**config.mk**
```make
export PLATFORM = sky130hd
export DESIGN_NAME = melody_sequencer
export DESIGN_NICKNAME = d
export VERILOG_FILES = /design/src/rtl/melody_sequencer.sv
export SDC_FILE = /design/constraint.sdc
export NUM_CORES = 1
export LEC_CHECK = 0
export CORE_UTILIZATION = 49
export DETAILED_ROUTE_END_ITERATION = 10
export GPL_ROUTABILITY_DRIVEN = 0
export HOLD_SLACK_MARGIN = 0.1
export PLACE_DENSITY = 0.74
export SLEW_MARGIN = 30
export SYNTH_ARGS = -nofsm -noshare
export SYNTH_HDL_FRONTEND = slang
export SYNTH_SLANG_ARGS = --single-unit
```
**constraint.sdc**
```tcl
create_clock -name clk -period 2.4 [get_ports clk]
set_input_delay 0.48 -clock clk [delete_from_list [all_inputs] [get_ports clk]]
set_output_delay 0.48 -clock clk [all_outputs]
set_load 0.05 [all_outputs]
```
**src/rtl/melody_sequencer.sv**
```systemverilog
// melody_sequencer: walks a combinational melody table note by note, timing each
// note in beats (CLKS_PER_BEAT clocks each) with an optional silent gap afterwards.
// Supports loop mode, pause (freeze + mute), stop, and optional preemptive restart.
module melody_sequencer #(
  parameter int IDX_W         = 5,
  parameter int SEL_W         = 4,
  parameter int LEN_W         = 4,
  parameter int CLKS_PER_BEAT = 12500000,
  parameter int GAP_CLKS      = 0,
  parameter int PREEMPT       = 1
) (
  input  logic             clk,
  input  logic             reset,
  input  logic             start,
  input  logic [SEL_W-1:0] melody_sel,
  input  logic             loop_en,
  input  logic             stop,
  input  logic             pause,
  input  logic [3:0]       tbl_tone,
  input  logic [LEN_W-1:0] tbl_len,
  input  logic             tbl_silenceN,
  output logic [SEL_W-1:0] tbl_sel,
  output logic [IDX_W-1:0] tbl_idx,
  output logic [3:0]       tone,
  output logic             sound_en,
  output logic             busy,
  output logic             done
);

  localparam int BC_W = (CLKS_PER_BEAT > 1) ? $clog2(CLKS_PER_BEAT) : 1;
  localparam int GC_W = (GAP_CLKS > 0) ? $clog2(GAP_CLKS + 1) : 1;
  localparam logic [BC_W-1:0]  BC_LAST  = BC_W'(CLKS_PER_BEAT - 1);
  localparam logic [GC_W-1:0]  GC_LAST  = GC_W'((GAP_CLKS > 0) ? (GAP_CLKS - 1) : 0);
  localparam logic [IDX_W-1:0] IDX_LAST = '1;
  localparam logic [LEN_W-1:0] LEN_ONE  = LEN_W'(1);

  typedef enum logic [1:0] {
    S_IDLE,
    S_LOAD,
    S_PLAY,
    S_GAP
  } state_t;

  state_t           state_q, state_d;
  logic [SEL_W-1:0] tbl_sel_q, tbl_sel_d;
  logic [IDX_W-1:0] tbl_idx_q, tbl_idx_d;
  logic [3:0]       tone_q, tone_d;
  logic             sound_en_q, sound_en_d;
  logic             busy_q, busy_d;
  logic             done_q, done_d;
  logic             loop_q, loop_d;
  logic             rest_q, rest_d;
  logic [LEN_W-1:0] beats_q, beats_d;
  logic [BC_W-1:0]  beat_cnt_q, beat_cnt_d;
  logic [GC_W-1:0]  gap_cnt_q, gap_cnt_d;
  logic             advance;
  logic             end_mel;

  // Next-state logic: stop beats start beats pause; pause freezes every counter.
  always_comb begin
    state_d    = state_q;
    tbl_sel_d  = tbl_sel_q;
    tbl_idx_d  = tbl_idx_q;
    tone_d     = tone_q;
    loop_d     = loop_q;
    rest_d     = rest_q;
    beats_d    = beats_q;
    beat_cnt_d = beat_cnt_q;
    gap_cnt_d  = gap_cnt_q;
    done_d     = 1'b0;
    advance    = 1'b0;
    end_mel    = 1'b0;

    if (stop && (state_q != S_IDLE)) begin
      state_d = S_IDLE;
    end else if (start && ((state_q == S_IDLE) || (PREEMPT != 0))) begin
      tbl_sel_d = melody_sel;
      loop_d    = loop_en;
      tbl_idx_d = '0;
      state_d   = S_LOAD;
    end else if (!pause) begin
      case (state_q)
        S_LOAD: begin
          if (tbl_len != '0) begin
            tone_d     = tbl_tone;
            rest_d     = !tbl_silenceN;
            beats_d    = tbl_len;
            beat_cnt_d = '0;
            state_d    = S_PLAY;
          end else begin
            end_mel = 1'b1;
          end
        end
        S_PLAY: begin
          if (beat_cnt_q == BC_LAST) begin
            beat_cnt_d = '0;
            beats_d    = beats_q - LEN_ONE;
            if (beats_q == LEN_ONE) begin
              if (GAP_CLKS > 0) begin
                gap_cnt_d = '0;
                state_d   = S_GAP;
              end else begin
                advance = 1'b1;
              end
            end
          end else begin
            beat_cnt_d = beat_cnt_q + 1'b1;
          end
        end
        S_GAP: begin
          if (gap_cnt_q == GC_LAST) begin
            advance = 1'b1;
          end else begin
            gap_cnt_d = gap_cnt_q + 1'b1;
          end
        end
        default: ;
      endcase

      // The last table slot has no successor, so it ends the melody without a table read.
      if (advance) begin
        if (tbl_idx_q == IDX_LAST) begin
          end_mel = 1'b1;
        end else begin
          tbl_idx_d = tbl_idx_q + 1'b1;
          state_d   = S_LOAD;
        end
      end

      // An empty melody at index 0 cannot loop, otherwise it would spin in LOAD forever.
      if (end_mel) begin
        if (loop_q && (tbl_idx_q != '0)) begin
          tbl_idx_d = '0;
          state_d   = S_LOAD;
        end else begin
          state_d = S_IDLE;
          done_d  = 1'b1;
        end
      end
    end

    sound_en_d = (state_d == S_PLAY) && !rest_d && !pause;
    busy_d     = (state_d != S_IDLE);
  end

  // State and output registers with synchronous reset.
  always_ff @(posedge clk) begin
    if (reset) begin
      state_q    <= S_IDLE;
      tbl_sel_q  <= '0;
      tbl_idx_q  <= '0;
      tone_q     <= '0;
      sound_en_q <= 1'b0;
      busy_q     <= 1'b0;
      done_q     <= 1'b0;
      loop_q     <= 1'b0;
      rest_q     <= 1'b0;
      beats_q    <= '0;
      beat_cnt_q <= '0;
      gap_cnt_q  <= '0;
    end else begin
      state_q    <= state_d;
      tbl_sel_q  <= tbl_sel_d;
      tbl_idx_q  <= tbl_idx_d;
      tone_q     <= tone_d;
      sound_en_q <= sound_en_d;
      busy_q     <= busy_d;
      done_q     <= done_d;
      loop_q     <= loop_d;
      rest_q     <= rest_d;
      beats_q    <= beats_d;
      beat_cnt_q <= beat_cnt_d;
      gap_cnt_q  <= gap_cnt_d;
    end
  end

  assign tbl_sel  = tbl_sel_q;
  assign tbl_idx  = tbl_idx_q;
  assign tone     = tone_q;
  assign sound_en = sound_en_q;
  assign busy     = busy_q;
  assign done     = done_q;

endmodule

```
Word level (Yosys, flattened, before mapping)
Index checks and enable logic that the tools add are counted.

Bits of input ports: 19. Register bits: 49. Output and inout port bits: 16.

Equality and inequality tests: 10. Reductions and logical operators: 19. Add/sub/neg operators: 4. Bitwise gates (word level): 4. Muxes and demuxes: 42.

Operators with widths (count): $mux 24 (2); $pmux 24 s2 (1); $mux 5 (6); $add 24x1->24 const B (1); $eq 24x24->1 const B (1); $mux 1 (21); $mux 2 (8); $reduce_and 5->1 (2); $mux 4 (2); $pmux 4 s2 (1); $eq 2x2->1 const B (3); $ne 2x2->1 const B (3); $reduce_and 6->1 (1); $reduce_bool 2->1 (3); $add 5x1->5 const B (1); $eq 5x5->1 const B (1); $reduce_bool 5->1 (1); $reduce_or 5->1 (1); $eq 4x1->1 const B (1); $logic_and 1x1->1 (4); $not 1->1 (4); $reduce_and 2->1 (2); $reduce_and 4->1 (1); $reduce_bool 4->1 (1); 5 further kinds (7).

Longest topological paths before layout
Gate-level depths: netlist (run 1).

Depth in word-level cells: 18. Mapped depth: 9. Mapped depth without buffers: 7.

Least setup slack after synthesis (run 1)
Ideal clock, no wire load.

Kind: reg-to-reg. Start point: reg beat_cnt_q[0]. End point: reg tbl_idx_q[0] (netlist: tbl_idx[0]). Stages on the path, launching flop included: 7. Path buffers: 0. Setup slack: 0.177 ns. Clock period less this slack: 2.223 ns. Data arrival time: 2.102 ns. Cells stage by stage: dfxtp_1 > ha_1 > nand4_2 > or4_4 > o31a_4 > a31o_2 > mux2_4.

Word-level cells in the longest chain between the ends: 13. Elaborated cells on any way between the ends: 15. Classes of those cells: eq/ne: 1; mux: 14.

Ends and longest elaborated chain: start: declaration (RTL line 54) `logic [BC_W-1:0] beat_cnt_q, beat_cnt_d;`; start signal: assignment (RTL line 172) `beat_cnt_q <= beat_cnt_d;`; $eq 24x24->1 * (RTL line 95) `if (beat_cnt_q == BC_LAST) begin`; $mux 1 * (RTL line 95); $pmux 1 s2 * (RTL line 82) `case (state_q)`; $mux 1 * (RTL line 81) `end else if (!pause) begin`; $mux 1 * (RTL line 76) `end else if (start && ((state_q == S_IDLE) || (PREEMPT != 0))) begin`; $mux 1 * (RTL line 74) `if (stop && (state_q != S_IDLE)) begin`; $mux 1 (RTL line 121) `if (advance) begin`; $mux 1 (RTL line 81); $mux 1 (RTL line 76); $mux 1 (RTL line 74); $mux 5 * (RTL line 131) `if (end_mel) begin`; $mux 5 * (RTL line 81); $mux 5 * (RTL line 76); end signal: assignment (RTL line 164) `tbl_idx_q <= tbl_idx_d;`; end: declaration (RTL line 46) `logic [IDX_W-1:0] tbl_idx_q, tbl_idx_d;`.

Every way passes the cells marked *; elsewhere a longest branch is shown, timed or not. The select of a mux whose other input is x is not followed. A chain may end at the register's enable or synchronous reset.

Final worst setup path (run 1)
Ends and elaborated chain as after synthesis.

==> results of run 1 <==
-- worst register-to-register path, cell delays in order (launching register included) --
cell     delay, ns
dfxtp_1       0.35
ha_2          0.21
nand4_2       0.17
or4_4         0.61
o31a_4        0.41
a31o_2        0.23
mux2_4        0.26
-- report_power, final --
group          total, mW  switching, mW  internal (mW)
clock              0.506          0.275          0.230
combinational      0.210          0.113         0.0970
sequential         0.818        0.00979          0.808
total               1.53          0.398           1.14
-- sequential cells by signal, indices dropped and copies added, names as in the netlist --
register    count
beat_cnt_q     24
tbl_sel         4
tone            4
tbl_idx         5
loop_q          1
done            1
rest_q          1
sound_en        1
busy            1
beats_q         4
state_q         2
-- worst paths after layout --
check | endpoint | slack, ns | depth (start not counted) | startpoint
hold / removal | tbl_sel[0] | 0.46 | 2 | tbl_sel[0]
setup / recovery | tbl_idx[0] | 0.06 | 6 | beat_cnt_q[0]
hold reg to reg | tbl_sel[0] | 0.46 | 2 | tbl_sel[0]
setup reg to reg | tbl_idx[0] | 0.06 | 6 | beat_cnt_q[0]
-- timing repair --
item                                    in CTS  in global routing
hold buffers                                 0                  0
resized for setup                            0                  2
setup buffers                                0                  0
endpoints found under the setup margin       0                  2
-- stage by stage --
| step | worst slack [ns] | std cells | setup TNS (ns) |
|---|---|---|---|
| 6_report | 0.06039 | 442 | 0 |
| 5_1_grt | 0.006640 | 442 | 0 |
| 4_1_cts | 0.06181 | 442 | 0 |
| 3_5_place_dp | -0.1668 | 434 | -0.7899 |
| 3_3_place_gp | -0.07984 | 434 | -0.2262 |
| 2_1_floorplan | 0.1772 | 306 | 0 |
-- placed cells by master (no fill, tap or decap), types with 3 or more instances in the layout --
master	netlist	final
dfxtp_1	48	48
buf_4	0	37
clkdlybuf4s50_1	0	34
nor2_1	31	31
nand2_1	29	29
nand3_1	27	27
a21oi_1	26	26
xor2_1	10	10
inv_1	8	8
nand4_1	8	8
nor3_1	7	7
nor4_1	7	7
o21ai_0	8	7
o31ai_1	6	6
or4_1	6	6
clkbuf_8	0	6
nand2b_1	5	5
a31oi_1	4	4
xnor2_1	4	4
mux2i_1	4	4
ha_1	5	4
and3_1	3	3
nor2b_1	3	3
or3_1	3	3
nor3b_1	3	3
o211ai_1	3	3
-- final cells by class --
| class | count | area (um2) | share of cell area (%) |
|---|---|---|---|
| clock buffers | 6 | 82.58 | 2.491 |
| clock inverters | 2 | 10.01 | 0.3019 |
| inverters | 8 | 30.03 | 0.9057 |
| multi-input cells | 238 | 1490 | 44.94 |
| flip-flops and latches | 48 | 960.9 | 28.98 |
| well taps | 67 | 83.83 | 2.528 |
| repair buffers | 73 | 658.1 | 19.85 |
-- per-layer routing --
| layer | part of all wire, % | GRT usage (%) | up-vias |
|---|---|---|---|
| li1 | - | - | 1256 |
| met1 | 47 | 35.16 | 1250 |
| met2 | 46 | 38.74 | 85 |
| met3 | 5.1 | 4.527 | 7 |
| met4 | 1.3 | 8.974 | 0 |
| met5 | 0 | 0 | - |
-- kinds of logic (layout without fill, tap and decap cells) --
group                      Yosys count  in the layout
DFF                                 48             48
adders and majority gates            5              5
AOI/OAI and AO/OA                   64             64
muxes                                5              5
xor gates and xnor gates            14             14
and+or+nand+nor                    150            150
buffers and inverters               20             89
==> summary.md, run 1 <==
| Metric | Value |
|---|---|
| Register area share after synthesis | 38.08% |
| Status | finished clean |
| Final Instance Area | approximately 3300 um2 |
| Commonest cells in the netlist | dfxtp_1, nor2_1, nand2_1 |
| Post-Synth XOR/XNOR Area | under 10% |
| Core Footprint | between 4000 and 5000 um2 |
| Vias | between 2000 and 3000 |
| Drt pass-1 iters | 7 |
| Slew headroom | 64.84% |
| Largest net degree at the start of global routing | 25 |
| Share of the synthesized area in the top cell type | between 30% and 40% |
| WL/cell | 14.79 um |
| CP cell instances | ha_2 > nand4_2 > or4_4 > o31a_4 > a31o_2 > mux2_4 |
| Worst-Skew Late Latency | ~0.31 ns |
| Synth area leader | dfxtp_1 |
| Bufs and invs on worst path | 0 |
| Die Height | 73.77 um |
| Fillers | a little over 400 |
| # IOs | 35 |
| # port buffers | 34 |
| Setup-failing EPs final | 0 |
| Area share of fa/ha/maj cells after synthesis | 2.479% |
| Syn_area_per_cell | about 8 um2 |
| Worst-path clk slew | 0.09 ns |
| Arr. time, crit path | 2.54 ns |
| Congestion Overflow GR | 0 |
| Largest cells by area after synthesis | dfxtp_1, nand3_1, a21oi_1 |
| H-Tree Depth | 2 |
| Full die area | 5441 um2 |
| Nets | roughly 400 |
| Ant. Diodes | 0 |
| Kind of critical path | reg2reg |
| Fin util | a little under 70% |
| Clock root cell | clkbuf_8 |
| Minimum clock period | roughly 2.3 ns |
| Share of cells above drive strength 1 | between 10% and 20% |
| Dpl hpwl | between 4 and 5 mm |
| Slowest CP cell | or4_4 |
| Number of DRC markers in iteration 0 | 207 |
| CP max FO | 8 |
| Synth cell types | roughly 50 |
| Startpoint types | flop |
| Compound-Gate Fraction of Synth Area | around 17% |
| Max stage delay on crit path | roughly 0.60 ns |
| First-pass GRT wire length | about 10 mm |
| Hold Fails Final Rpt | 0 |
| Max Cap Viol | 0 |
| Simple logic cell fraction of the synthesized area | 32.33% |
| Clock Tree Buf Depth | 2 |
| CTS tree | done |
| GRT Overall Usage | 25.18% |
| Initial antenna violation count | 0 |
| EDFF count, synth | 0 |
| Worst hold path class | reg2reg |
| Cells after Synth | 306 |
| Clock buffer count from CTS | 5 |
| Drt drc | 0 |
| Row cnt | 25 |
| Tot Pwr | between 1.5 and 2 mW |
| Vias in the first global route | about 2300 |
| Worst Path Required | ~2.6 ns |
| Fin. max-slew vios | 0 |
| Placed inst area | roughly 3200 um2 |
| Syn nets | 330 |
| Final Cycle Share | between 90 and 100% |
| FF+latch count, synth | 48 |
| Pwr dens | around 460 nW/um2 |
| Width of the chip | 73.77 um |
| Post-synthesis mux area share | under 10% |
| Critical path capture point type | flop |
| Clock sink total | 48 |
| Most common cell in the synthesized netlist | dfxtp_1 |
| Starting Density | 52.05% |
| Max IR drop VDD | 393.9 uV |
| Main combinational cell family by area after synthesis | simple AND/OR/NAND/NOR gates |
| Crit-path leading delay family | simple AND/OR/NAND/NOR gates |
| Worst hold slack | about 0.46 ns |
| Unrepaired setup endpoints after global routing | false |
| Mapped cell area | 2524 um2 |
| P&R area growth vs syn | 31.38% |
| Main synth FF type | dfxtp_1 |
| Fmax | 0.4274 GHz |
| Leakage power | 1.220 nW |
| Routed wire length | approximately 6.5 mm |
| Synth async-reset ratio | 0% |
| Clock skew | 0.01126 ns |
| DR vias/cell | just under 6 |
| Remaining antenna violation count | 0 |
| Synth Warn # | 0 |
| Worst Tran Pin Value | between 0.5 and 0.6 ns |
Power figures use the tool's default switching activity.
==> run 2, diff against run 1 <==
--- a/config.mk
+++ b/config.mk
@@ -6,6 +6,7 @@
 export NUM_CORES = 1
 export LEC_CHECK = 0
 export CORE_UTILIZATION = 49
+export CTS_CLUSTER_SIZE = 28
 export DETAILED_ROUTE_END_ITERATION = 10
 export GPL_ROUTABILITY_DRIVEN = 0
 export HOLD_SLACK_MARGIN = 0.1
==> results of run 2 <==
No change in the layout: final DEF, timing and power equal those of run 1.
==> run 3, diff against run 2 <==
--- a/config.mk
+++ b/config.mk
@@ -10,7 +10,7 @@
 export DETAILED_ROUTE_END_ITERATION = 10
 export GPL_ROUTABILITY_DRIVEN = 0
 export HOLD_SLACK_MARGIN = 0.1
-export PLACE_DENSITY = 0.74
+export PLACE_DENSITY = 0.76
 export SLEW_MARGIN = 30
 export SYNTH_ARGS = -nofsm -noshare
 export SYNTH_HDL_FRONTEND = slang
==> run 3 against run 2 <==
Compared with the run above: via count down 3.7%; hold slack worse by 0.0084 ns; wire length down 0.92%; utilization about the same; register-to-register slack better by 0.06 ns.
==> summary.md, run 3 (synthesis gave the netlist of run 1 again) <==
| Metric | Value |
|---|---|
| Most common cell after layout, fill and taps aside | dfxtp_1 |
| P&R area growth vs syn | 31.33% (about the same) |
| Clock buffer count from CTS | 5 (unchanged) |
| Ant. Diodes | 0 (unchanged) |
| Critical path capture point type | flop |
| Congestion Overflow GR | 0 (unchanged) |
| Startpoint types | flop |
| Reg with most FFs | beat_cnt_q |
| Register share of total power | 50.7% (-2.6 points) |
| Placed inst area | 3193 um2 (-0.62%) |
| Bufs and invs on worst path | 0 (unchanged) |
| Vias | 2502 (-3.7%) |
| Worst hold slack | 0.4545 ns (-0.008427 ns) |
| Drt drc | 0 (unchanged) |
| H-Tree Depth | 2 (unchanged) |
| Pwr dens | 486.7 nW/um2 (+5.2%) |
| First-pass GRT wire length | 10.61 mm (+1.3%) |
| Remaining antenna violation count | 0 (unchanged) |
| Dpl ws | -0.1364 ns (+0.03046 ns) |
| Core Footprint | 4848 um2 (unchanged) |
| Final Cycle Share | 94.81% (-2.7 points) |
| Worst-path clk slew | 0.09 ns (about the same) |
| CP cell instances | ha_1 > nand4_2 > or4_4 > o31a_4 > a31o_2 > mux2_4 |
| Tot Pwr | 1.613 mW (+5.2%) |
| Arr. time, crit path | 2.47 ns (-0.07 ns) |
| Starting Density | 52.05% (unchanged) |
| Largest net degree at the start of global routing | 25 (unchanged) |
| # IOs | 35 (unchanged) |
| # port buffers | 34 (unchanged) |
| Row cnt | 25 (unchanged) |
| Initial antenna violation count | 0 (unchanged) |
| Crit path setup slack, layout | 0.1246 ns (+0.06426 ns) |
| Drt pass-1 iters | 4 (-3) |
| Clock sink total | 48 (unchanged) |
| Final setup TNS | 0 ns (unchanged) |
| Max IR drop VDD | 287.4 uV (-27%) |
| Most frequent cells in the layout | dfxtp_1, buf_4, clkdlybuf4s50_1 |
| Full die area | 5441 um2 (unchanged) |
| Width of the chip | 73.77 um (unchanged) |
| Fmax | 0.4395 GHz (+2.8%) |
| Clock root cell | clkbuf_8 |
| Share of cells above drive strength 1 | 16.31% (-0.49 points) |
| Clock Tree Buf Depth | 2 (unchanged) |
| Worst hold path class | reg2reg |
| WL/cell | 14.69 um (-0.69%) |
| Switching Share | 24.74% (-1.2 points) |
| Status | finished clean |
| Slew headroom | 65.43% (+0.59 points) |
| Max Cap Viol | 0 (unchanged) |
| Hold Fails Final Rpt | 0 (unchanged) |
| Clk pwr share | 36.4% (+3.4 points) |
| Die Height | 73.77 um (unchanged) |
| Logic pwr share | 12.9% (-0.8 points) |
| Fin. max-slew vios | 0 (unchanged) |
| Worst Tran Pin Value | 0.5169 ns (-0.008809 ns) |
| Max stage delay on crit path | 0.55 ns (-0.05 ns) |
| Worst Path Required | 2.59 ns (about the same) |
| Kind of critical path | reg2reg |
| Routed wire length | 6.478 mm (-0.92%) |
| Inst Count DP | 433 (-0.23%) |
| Vias in the first global route | 2272 (-1.0%) |
| Clock skew | 0.008795 ns (-0.002470 ns) |
| Dpl hpwl | 4.874 mm (+1.9%) |
| Leakage power | 1.218 nW (-0.18%) |
| Minimum clock period | 2.275 ns (-0.06426 ns) |
| GRT Overall Usage | 25.73% (+0.55 points) |
| Number of DRC markers in iteration 0 | 150 (-28%) |
| CP max FO | 8 (unchanged) |
| Final Instance Area | 3314 um2 (about the same) |
| Fin cells | 441 (-0.23%) |
| Internal power | 1.214 mW (+6.9%) |
| Setup-failing EPs final | 0 (unchanged) |
| Worst-Skew Late Latency | 0.31 ns (about the same) |
| Nets | 397 (-0.25%) |
| Max reg flops | 24 (unchanged) |
| Slowest CP cell | or4_4 |
| Unrepaired setup endpoints after global routing | false |
| CTS tree | done |
| Post-CTS Setup Bufs | 0 (unchanged) |
| Fillers | 396 (-4.3%) |
| Fin util | 68.36% (about the same) |
| Crit-path leading delay family | simple AND/OR/NAND/NOR gates |
| Psw | 0.3990 mW (+0.13%) |
| DR vias/cell | 5.673 (-3.5%) |
==> run 3: cell types whose count changed in the layout (fill, tap and decap cells not counted), sizes merged <==
cell    change
buf         -1
clkinv      -1
bufinv      +1
==> run 3: power groups by stage <==
| stage | combinational (mW) | sequential [mW] | clock, mW |
|---|---|---|---|
| after floorplan | 0.0804 | 0.858 | 0 |
| after global placement | 0.204 | 0.836 | 0 |
| after detailed placement | 0.206 | 0.836 | 0 |
| after CTS | 0.207 | 0.818 | 0.601 |
| after global routing | 0.224 | 0.820 | 0.630 |
| final | 0.209 | 0.818 | 0.587 |
==> run 3: per-layer routing <==
metal	global-route usage [%]	up-vias	part of all wire [%]
met1	34.65	1171	47
met2	41.18	58	47
met3	4.115	12	3.9
met4	9.829	0	1.7
met5	0	-	0
li1	-	1261	-
==> run 3: area by class of cell <==
| type | count | area [um2] | area share [%] |
|---|---|---|---|
| Multi-Input combinational cell | 238 | 1494 | 45.07 |
| Sequential cell | 48 | 960.9 | 28.99 |
| Timing Repair Buffer | 72 | 638.1 | 19.25 |
| Tap cell | 67 | 83.83 | 2.529 |
| Clock buffer | 6 | 72.57 | 2.190 |
| Clock inverter | 2 | 35.03 | 1.057 |
| Inverter | 8 | 30.03 | 0.9060 |
==> run 3: path summary, 6_finish.rpt <==
check / from / endpoint / slack [ns] / depth (start not counted)
worst max-delay path: beat_cnt_q[0] / tbl_idx[0] / 0.12 / 6
worst min-delay path: tbl_sel[1] / tbl_sel[1] / 0.45 / 2
worst max register to register: beat_cnt_q[0] / tbl_idx[0] / 0.12 / 6
worst min register to register: tbl_sel[1] / tbl_sel[1] / 0.45 / 2
==> run 3: tightest hold or removal path, delay by kind of cell, from the launching register on <==
| kind | cells | cell delay, ns |
|---|---|---|
| AOI/OAI and AO/OA | 1 | 0.05 |
| DFF | 1 | 0.31 |
| and+or+nand+nor | 1 | 0.05 |
==> run 3: repair_timing <==
action,4_1_cts,5_1_grt
hold buffers,0,0
gates resized for setup,0,2
setup endpoints to repair,0,2
hold endpoints to repair,0,0
